--- src/rtl/shift_sequencer.sv ---
// rtl/shift_sequencer.sv - multi-cycle SLL/SRL sequencer beside the single-cycle ALU
//
// Shifts the latched operand one bit per clock and holds the PC via stall until
// the result is ready; the writeback mux takes result while done is high.
//
// Ports:
//   clk          in   rising-edge clock
//   reset        in   asynchronous, active-high reset
//   start        in   shift request, sampled on rising clk
//   ALUOp        in   control-unit ALU op (3'b111 = R-type)
//   ALUFunction  in   funct field (6'h00 = SLL, 6'h02 = SRL)
//   shamt        in   shift amount
//   operand      in   value to shift
//   stall        out  hold PC/pipeline this cycle (combinational)
//   busy         out  registered, high while shifting
//   done         out  one-cycle pulse, result valid
//   result       out  shifted value, held until next completion or reset
module shift_sequencer #(
  parameter int DATA_WIDTH  = 32,
  parameter int SHAMT_WIDTH = 5
) (
  input  logic                   clk,
  input  logic                   reset,
  input  logic                   start,
  input  logic [2:0]             ALUOp,
  input  logic [5:0]             ALUFunction,
  input  logic [SHAMT_WIDTH-1:0] shamt,
  input  logic [DATA_WIDTH-1:0]  operand,
  output logic                   stall,
  output logic                   busy,
  output logic                   done,
  output logic [DATA_WIDTH-1:0]  result
);

  typedef enum logic [1:0] {
    IDLE  = 2'd0,
    SHIFT = 2'd1,
    DONE  = 2'd2
  } state_t;

  state_t                 state;
  logic [DATA_WIDTH-1:0]  shreg;
  logic [SHAMT_WIDTH-1:0] count;
  logic                   dir;      // 1 = SRL, 0 = SLL (funct bit 1)
  logic                   is_shift_op;
  logic                   accept;
  logic [DATA_WIDTH-1:0]  shifted;

  assign is_shift_op = (ALUOp == 3'b111) &&
                       ((ALUFunction == 6'h00) || (ALUFunction == 6'h02));

  // DONE accepts like IDLE so back-to-back shifts lose no cycle. Gating with
  // reset keeps stall low while reset is held even if start is asserted.
  assign accept = !reset && start && is_shift_op &&
                  ((state == IDLE) || (state == DONE));

  // Combinational so the accepting cycle already freezes the PC.
  assign stall = accept || (state == SHIFT);

  // Both directions are logical: zero fill, never sign fill.
  assign shifted = dir ? (shreg >> 1) : (shreg << 1);

  always_ff @(posedge clk or posedge reset) begin
    if (reset) begin
      state  <= IDLE;
      shreg  <= '0;
      count  <= '0;
      dir    <= 1'b0;
      busy   <= 1'b0;
      done   <= 1'b0;
      result <= '0;
    end else begin
      busy <= 1'b0;
      done <= 1'b0;
      case (state)
        IDLE, DONE: begin
          if (accept) begin
            if (shamt != '0) begin
              state <= SHIFT;
              shreg <= operand;
              count <= shamt;
              dir   <= ALUFunction[1];
              busy  <= 1'b1;
            end else begin
              // Zero shift amount completes immediately with the operand.
              state  <= DONE;
              result <= operand;
              done   <= 1'b1;
            end
          end else begin
            state <= IDLE;
          end
        end
        SHIFT: begin
          shreg <= shifted;
          count <= count - SHAMT_WIDTH'(1);
          if (count == SHAMT_WIDTH'(1)) begin
            state  <= DONE;
            result <= shifted;
            done   <= 1'b1;
          end else begin
            busy <= 1'b1;
          end
        end
        default: state <= IDLE;
      endcase
    end
  end

endmodule

--- config.mk ---
export PLATFORM = sky130hd
export DESIGN_NAME = shift_sequencer
export DESIGN_NICKNAME = d
export VERILOG_FILES = /design/src/rtl/shift_sequencer.sv
export SDC_FILE = /design/constraint.sdc
export NUM_CORES = 1
export LEC_CHECK = 0
export ABC_CLOCK_PERIOD_IN_PS = 2800
export CAP_MARGIN = 20
export CORE_AREA = 5 5 94 96
export DETAILED_ROUTE_END_ITERATION = 7
export DIE_AREA = 0 0 99 101
export PLACE_DENSITY = 0.78
export SLEW_MARGIN = 20
export SYNTH_ARGS = -nofsm -noshare
export SYNTH_HDL_FRONTEND = slang
export SYNTH_SLANG_ARGS = --single-unit
--- constraint.sdc ---
create_clock -name clk -period 2.8 [get_ports clk]
set_input_delay 0.56 -clock clk [delete_from_list [all_inputs] [get_ports clk]]
set_output_delay 0.56 -clock clk [all_outputs]
set_load 0.1 [all_outputs]
Yosys cells after proc, flatten, opt, wreduce, memory -nomap -nowiden

Cells that the tools add are included.
W data, S select, Z words.

Reductions and logical operators: 16
Mux-type cells: 23
Equality and inequality tests: 9
Add/subtract/negate cells: 1

Operators with widths:

| kind                  | number |
|---|---|
| $mux W32              | 6 |
| $pmux W32 S2          | 2 |
| $mux W5               | 2 |
| $pmux W5 S2           | 1 |
| $eq A6 B2 Y1 const B  | 1 |
| $logic_not A6 Y1      | 1 |
| $mux W1               | 6 |
| $mux W2               | 3 |
| $ne A2 B2 Y1 const B  | 3 |
| $reduce_and A3 Y1     | 2 |
| $eq A5 B1 Y1 const B  | 1 |
| $reduce_bool A5 Y1    | 1 |
| $sub A5 B1 Y5 const B | 1 |
| $logic_and A1 B1 Y1   | 4 |
| $pmux W1 S2           | 2 |
| $pmux W2 S2           | 1 |
| $reduce_and A4 Y1     | 1 |
| $eq A3 B3 Y1 const B  | 1 |
| $logic_or A1 B1 Y1    | 3 |
| $eq A2 B1 Y1 const B  | 1 |
| $eq A2 B2 Y1 const B  | 1 |
| $logic_not A2 Y1      | 1 |
| $ne A2 B1 Y1 const B  | 1 |
| $reduce_bool A2 Y1    | 1 |
| other kinds (2)       | 2 |

Output and inout bits: 35
Input bits: 49
Register bits after elaboration: 74
Word-level logic and storage cells: 56

Logic depth before layout (Yosys ltp)

Gate-level depths: netlist of run 1.

Word-level depth: 7
Depth in mapped cells: 7
Mapped depth without buffers: 6

Worst setup path before layout of run 1

Ideal clock, no wire load.

Path type: input to output
From: input port ALUFunction[0]
To: output port stall
Slack: 332 ps
Arrival: 1908 ps
Stages on the path: 3
Buffers on the path: 0
Path through: nor4b_1 nand4_1 nand2_1

Word-level cells in the longest chain between the ends: 6

Ends and longest elaborated chain:

| item                                                    | line | source |
|---|---|---|
| from (decl)                                             | 26   | `input logic [5:0] ALUFunction,` |
| $eq A6 B2 Y1 / $logic_not A6 Y1 (equally long branches) | 50   | `((ALUFunction == 6'h00) \|\| (ALUFunction == 6'h02));` |
| $logic_or A1 B1 Y1 (*)                                  | 50   |  |
| $logic_and A1 B1 Y1 (*)                                 | 49   | `assign is_shift_op = (ALUOp == 3'b111) &&` |
| $logic_and A1 B1 Y1 (*) (2 in a row)                    | 54   | `assign accept = !reset && start && is_shift_op &&` |
| $logic_or A1 B1 Y1 (*)                                  | 58   | `assign stall = accept \|\| (state == SHIFT);` |
| to (decl)                                               | 29   | `output logic stall,` |

Every way passes the cells marked *; elsewhere a longest branch is shown, timed or not.

Worst setup path in the final report of run 1

Same ends and word-level chain as after synthesis.

==> results of run 1 <==
-- cells by family (layout without fill, tap and decap cells) --
logic type                 after synthesis  after routing  share of synthesized area, %
and+or+nand+nor                        136            136                          17.1
AOI/OAI and AO/OA                      127            127                          20.5
DFF                                     74             74                          47.7
buffers and inverters                   41            116                          4.61
muxes                                   33             33                          9.53
adders and majority gates                2              2                         0.644
-- final timing paths --
path / start / endpoint / slack [ns] / depth (start not counted)
setup / recovery: ALUFunction[0] / stall / 0.22 / 5
hold / removal: result[26] / result[26] / 0.50 / 1
setup reg to reg: count[1] / result[2] / 0.50 / 7
hold reg to reg: result[26] / result[26] / 0.50 / 1
max in group asynchronous: reset / result[29] / 1.47 / 3
min in group asynchronous: reset / dir / 0.61 / 2
-- cell usage after synthesis, drive strengths merged, types with 2 or more instances --
| cell | number |
|---|---|
| a211oi | 30 |
| a21oi | 21 |
| a31oi | 31 |
| and3 | 2 |
| buf | 11 |
| clkbuf | 25 |
| dfrtp | 74 |
| ha | 2 |
| inv | 5 |
| mux2 | 32 |
| nand2 | 5 |
| nand3 | 21 |
| nor2 | 65 |
| nor2b | 31 |
| nor3b | 2 |
| nor4b | 2 |
| o21ai | 37 |
| o311ai | 2 |
| or3 | 2 |
-- power breakdown --
part           total, mW  leakage, nW  switching, mW  internal [mW]
Combinational      0.927        0.984          0.520          0.407
Clock              0.866       0.0986          0.407          0.459
Sequential          1.54        0.862          0.209           1.33
Total               3.33         1.94           1.13           2.20
-- layer usage --
layer  up-vias  wire, µm
li1       1634         -
met3        11       612
met2       125      4980
met5         -         0
met4         0       141
met1      1606      4290
-- repair_timing --
| action | 4_1_cts | 5_1_grt |
|---|---|---|
| gates resized for setup | 0 | 1 |
| setup endpoints to repair | 0 | 1 |
| hold endpoints to repair | 0 | 0 |
-- final cells by class --
class,count,area (µm²)
fillers,659,3010
multi-input cells,298,1870
flip-flops and latches,74,1850
repair buffers,95,883
clock buffers,12,155
well taps,105,131
clock inverters,4,50.0
inverters,5,18.8
-- stage by stage --
| stage | setup slack (ns) | utilization, % | power (mW) |
|---|---|---|---|
| after detailed placement | 0.112 | 59.6 | 2.48 |
| after floorplan | 0.332 | - | 2.19 |
| after global routing | 0.160 | 62.3 | 3.53 |
| final | 0.219 | 62.3 | 3.33 |
| after CTS | 0.0736 | 62.2 | 3.35 |
| after global placement | 0.146 | 59.6 | 2.44 |
-- critical path, delay by kind of cell --
family                 cells  cell delay (ns)
and+or+nand+nor            3             0.84
buffers and inverters      2             0.61
-- registers in the layout, summed over array words and instances, names as in the netlist --
register	count
count	5
result	32
dir	1
busy	1
state	2
shreg	32
done	1
==> impl_metrics.ini, run 1 <==
[global_routing]
global_route.usage.met2_pct = 34.2
grtUsageMet3_pct = 3.46
grt_start_max_net_pins = 64
grt_use_total_pct = 21.0
grt_pass1_vias = 3407
grt.busiest_layer = met2
overflow = 0
grt_use_met1_pct = 28.4
antenna_found_initial = 0
grt_pass1_wl_um = 17100

[power_and_ir_drop]
power_leakage_nw = 1.94
vdd_drop_max_mv = 0.354
power.density_nw_per_um2 = 672

[detailed_routing]
avgViaCountPerCell = 5.69
vias = 3376
routedWlPerCell_um = 16.9
drtIter0Drc = 219
drc_errors = 0
route.final.wire_length_um = 10000
ant_nets = 0
drt_first_pass_iters = 4

[cts]
clk_path_buf_depth = 2
cts_tree = built
clk_pin_slew_ns = 0.08
clk-insertion-delay-late_ns = 0.35
cts_sinks = 74
root_buffer = clkbuf_8
ctsHoldBuffers = 0
cts-htree-levels = 3
numCtsBuffers = 9
cts_setup_buffers = 0

[critical_path]
cp_slowest_stage_delay_ns = 0.42
worst_setup_path_start_kind = input pin
cpMaxStageDelayCell = clkdlybuf4s50_1
path_class = in -> out
path_max_fanout = 3
worstSetupEndpointType = primary output
cp.arrival_ns = 2.02
crit_required_ns = 2.24
cp_cell_sequence = clkdlybuf4s50_1 -> nor4b_2 -> nand4_1 -> nand2_1 -> buf_12

[yosys]
synth_flop_cell = dfrtp_1
synth.avg_cell_area_um2 = 9.41
synth_area_leaders = dfrtp_1, mux2_2, nor2_1, a211oi_1, a31oi_1
async_flop_share_pct = 100
synth_edf_count = 0
netlist_instances = 413
synth_top_cell_area_share_pct = 47.7
yosysUniqueCellTypes = 38
synth_seq_area_share_pct = 47.7
synth_nets = 464
ys_ff_latch = 74
netlist_area_um2 = 3880
yosysTopAreaCell = dfrtp_1
ys_warn_count = 0

[floorplanning]
die_area_um2 = 10000
placementRows = 33
initial_utilization_pct = 48.8
dieWidth_um = 99
ios = 84
die_y_um = 101
core_um2 = 7970

[timing]
min_period_over_period_pct = 92.2
setup_tns_ns = 0
grt_setup_unrepaired = false
hold_slack_ns = 0.497
finalSetupViolCount = 0
finalHoldViolCount = 0
max_freq_mhz = 387
tightest_slew_ns = 1.02
period_minus_slack_ns = 2.58
skew_ns = 0.0100
max_slew_margin_pct = 32.1
maxSlewViolCount = 0

[layout]
drive_gt1_share_pct = 20.1
antenna_cells = 0
fin_nets = 534
fin_cells = 593
final_area_um2 = 4960
layout_common_cells = dfrtp_1, nor2_1, clkdlybuf4s50_1
final_common_cell = dfrtp_1
syn2layout_area_growth_pct = 27.7

[place]
dpl-instance-area_um2 = 4750
dpl.hpwl_um = 6670
gp_congestion = 0.794
dp_cells = 577
io_buffers = 83

[min_path]
min_path_type = reg -> reg

[run]
max_cap_violations = 0

[run_status]
outcome = completed
No activity file was read; power rests on OpenSTA's default activity.
==> inputs of run 2 (changes only) <==
- CORE_AREA: 5 5 94 96 -> 2 2 91 93
- DIE_AREA: 0 0 99 101 -> 0 0 93 95
==> run 2 against run 1 <==
Against the previous run:
- clock-buffer cell count unchanged
- wire length is 2.5% lower
- via count grew 0.89%
- die area decreased by 12%
- critical endpoint unchanged
- maximum frequency decreased by 0.91%
==> impl_metrics.ini, run 2 (same netlist as run 1, synthesis figures left out) <==
[layout]
drive_gt1_share_pct = 19.9
multi_input_area_um2 = 1870
fillers = 688
antenna_cells = 0
regArea_um2 = 1850
fin_nets = 534
layout_common_cells = dfrtp_1, nor2_1, clkdlybuf4s50_1
final_area_um2 = 5000
final_common_cell = dfrtp_1
syn2layout_area_growth_pct = 28.8
largestRegisters = result: 32 flops, shreg: 32 flops, count: 5 flops

[power_and_ir_drop]
vdd_drop_max_mv = 0.368
power_leakage_nw = 1.96
power.density_nw_per_um2 = 664

[floorplanning]
dieWidth_um = 93
placementRows = 33
ios = 84
initial_utilization_pct = 49.0
die_area_um2 = 8840
die_y_um = 95
core_um2 = 7930

[cts]
ctsHoldBuffers = 0
root_buffer = clkbuf_8
clk_pin_slew_ns = 0.08
numCtsBuffers = 9
clk_path_buf_depth = 2
cts_sinks = 74
clk-insertion-delay-late_ns = 0.35
cts_tree = built
cts-htree-levels = 3

[detailed_routing]
route.final.wire_length_um = 9780
avgViaCountPerCell = 5.74
ant_nets = 0
drt_first_pass_iters = 4
drtIter0Drc = 189
routedWlPerCell_um = 16.5
drc_errors = 0
vias = 3406

[global_routing]
antenna_found_initial = 0
grt_use_total_pct = 23.4
overflow = 0
grt_pass1_wl_um = 16400
grt_start_max_net_pins = 64
grt_pass1_vias = 3473

[timing]
max_slew_margin_pct = 31.9
grt_setup_unrepaired = false
period_minus_slack_ns = 2.61
tightest_slew_ns = 1.02
hold_slack_ns = 0.497
skew_ns = 0.0115
finalSetupViolCount = 0
maxSlewViolCount = 0
max_freq_mhz = 384
setup_tns_ns = 0
min_period_over_period_pct = 93.0
finalHoldViolCount = 0

[place]
io_buffers = 83
dpl-instance-area_um2 = 4800
gp_congestion = 0.784
dpl.hpwl_um = 6510

[run]
max_cap_violations = 0

[critical_path]
crit_required_ns = 2.24
cpLargestDelayFamily = simple AND/OR/NAND/NOR gates
path_class = in -> out
worstSetupEndpointType = primary output
path_max_fanout = 3
cp_slowest_stage_delay_ns = 0.41
cp.arrival_ns = 2.05
cp_cell_sequence = clkdlybuf4s50_1 -> nor4b_2 -> nand4_1 -> nand2_1 -> buf_12
cpMaxStageDelayCell = clkdlybuf4s50_1
crit_buf_inv = 2
worst_setup_path_start_kind = input pin

[min_path]
min_path_type = reg -> reg

[run_status]
outcome = completed
==> run 2: path summary, 6_finish.rpt <==
check | from | end | slack [ns] | cells after the start
max in group asynchronous | reset | shreg[5] | 1.63 | 3
min in group asynchronous | reset | count[3] | 0.61 | 2
worst max-delay path | ALUFunction[0] | stall | 0.19 | 5
worst min register to register | result[0] | result[0] | 0.50 | 1
worst min-delay path | result[0] | result[0] | 0.50 | 1
worst max register to register | count[1] | result[7] | 0.59 | 7
==> run 2: timing repair <==
item	CTS	global route
setup endpoints to repair	0	1
endpoints found under the hold margin	0	0
resized for setup	0	1
buffers inserted	0	0
==> run 2: layout make-up <==
cell class | instances | area share [%]
timing repair buffer | 95 | 18.7
multi-input combinational | 298 | 37.4
tap | 105 | 2.63
sequential | 74 | 37.0
clock buffer | 12 | 2.90
inverter | 5 | 0.375
clock inverter | 4 | 1.03
==> run 2: layer usage <==
metal	track usage (%)	wire length, µm	up-vias
met5	0	0	-
met4	10.4	186	0
met3	4.47	455	21
met2	40.5	4980	90
met1	28.6	4160	1661
li1	-	-	1634
==> run 2: report_power, final <==
group          switching, mW  leakage, nW  internal (mW)
clock                  0.401       0.0966          0.437
combinational          0.530         1.00          0.414
sequential             0.207        0.862           1.33
==> run 2: through the flow <==
stage                     setup WS [ns]  total power [mW]  utilization (%)  instances
after floorplan                   0.332              2.19                -        413
after global placement            0.147              2.45             60.6        577
after detailed placement         0.0489              2.49             60.6        577
after global routing              0.139              3.52             63.1        593
after CTS                        0.0523              3.34             63.0        593
final                             0.195              3.32             63.1        593
==> inputs of run 3 (changes only) <==
- CTS_CLUSTER_SIZE: unset -> 12
- SETUP_SLACK_MARGIN: unset -> 0.1
==> results of run 3 <==
No change in the layout: final DEF, timing and power equal those of run 2.
Main changes from that run: number of gates resized after CTS 0 -> 1
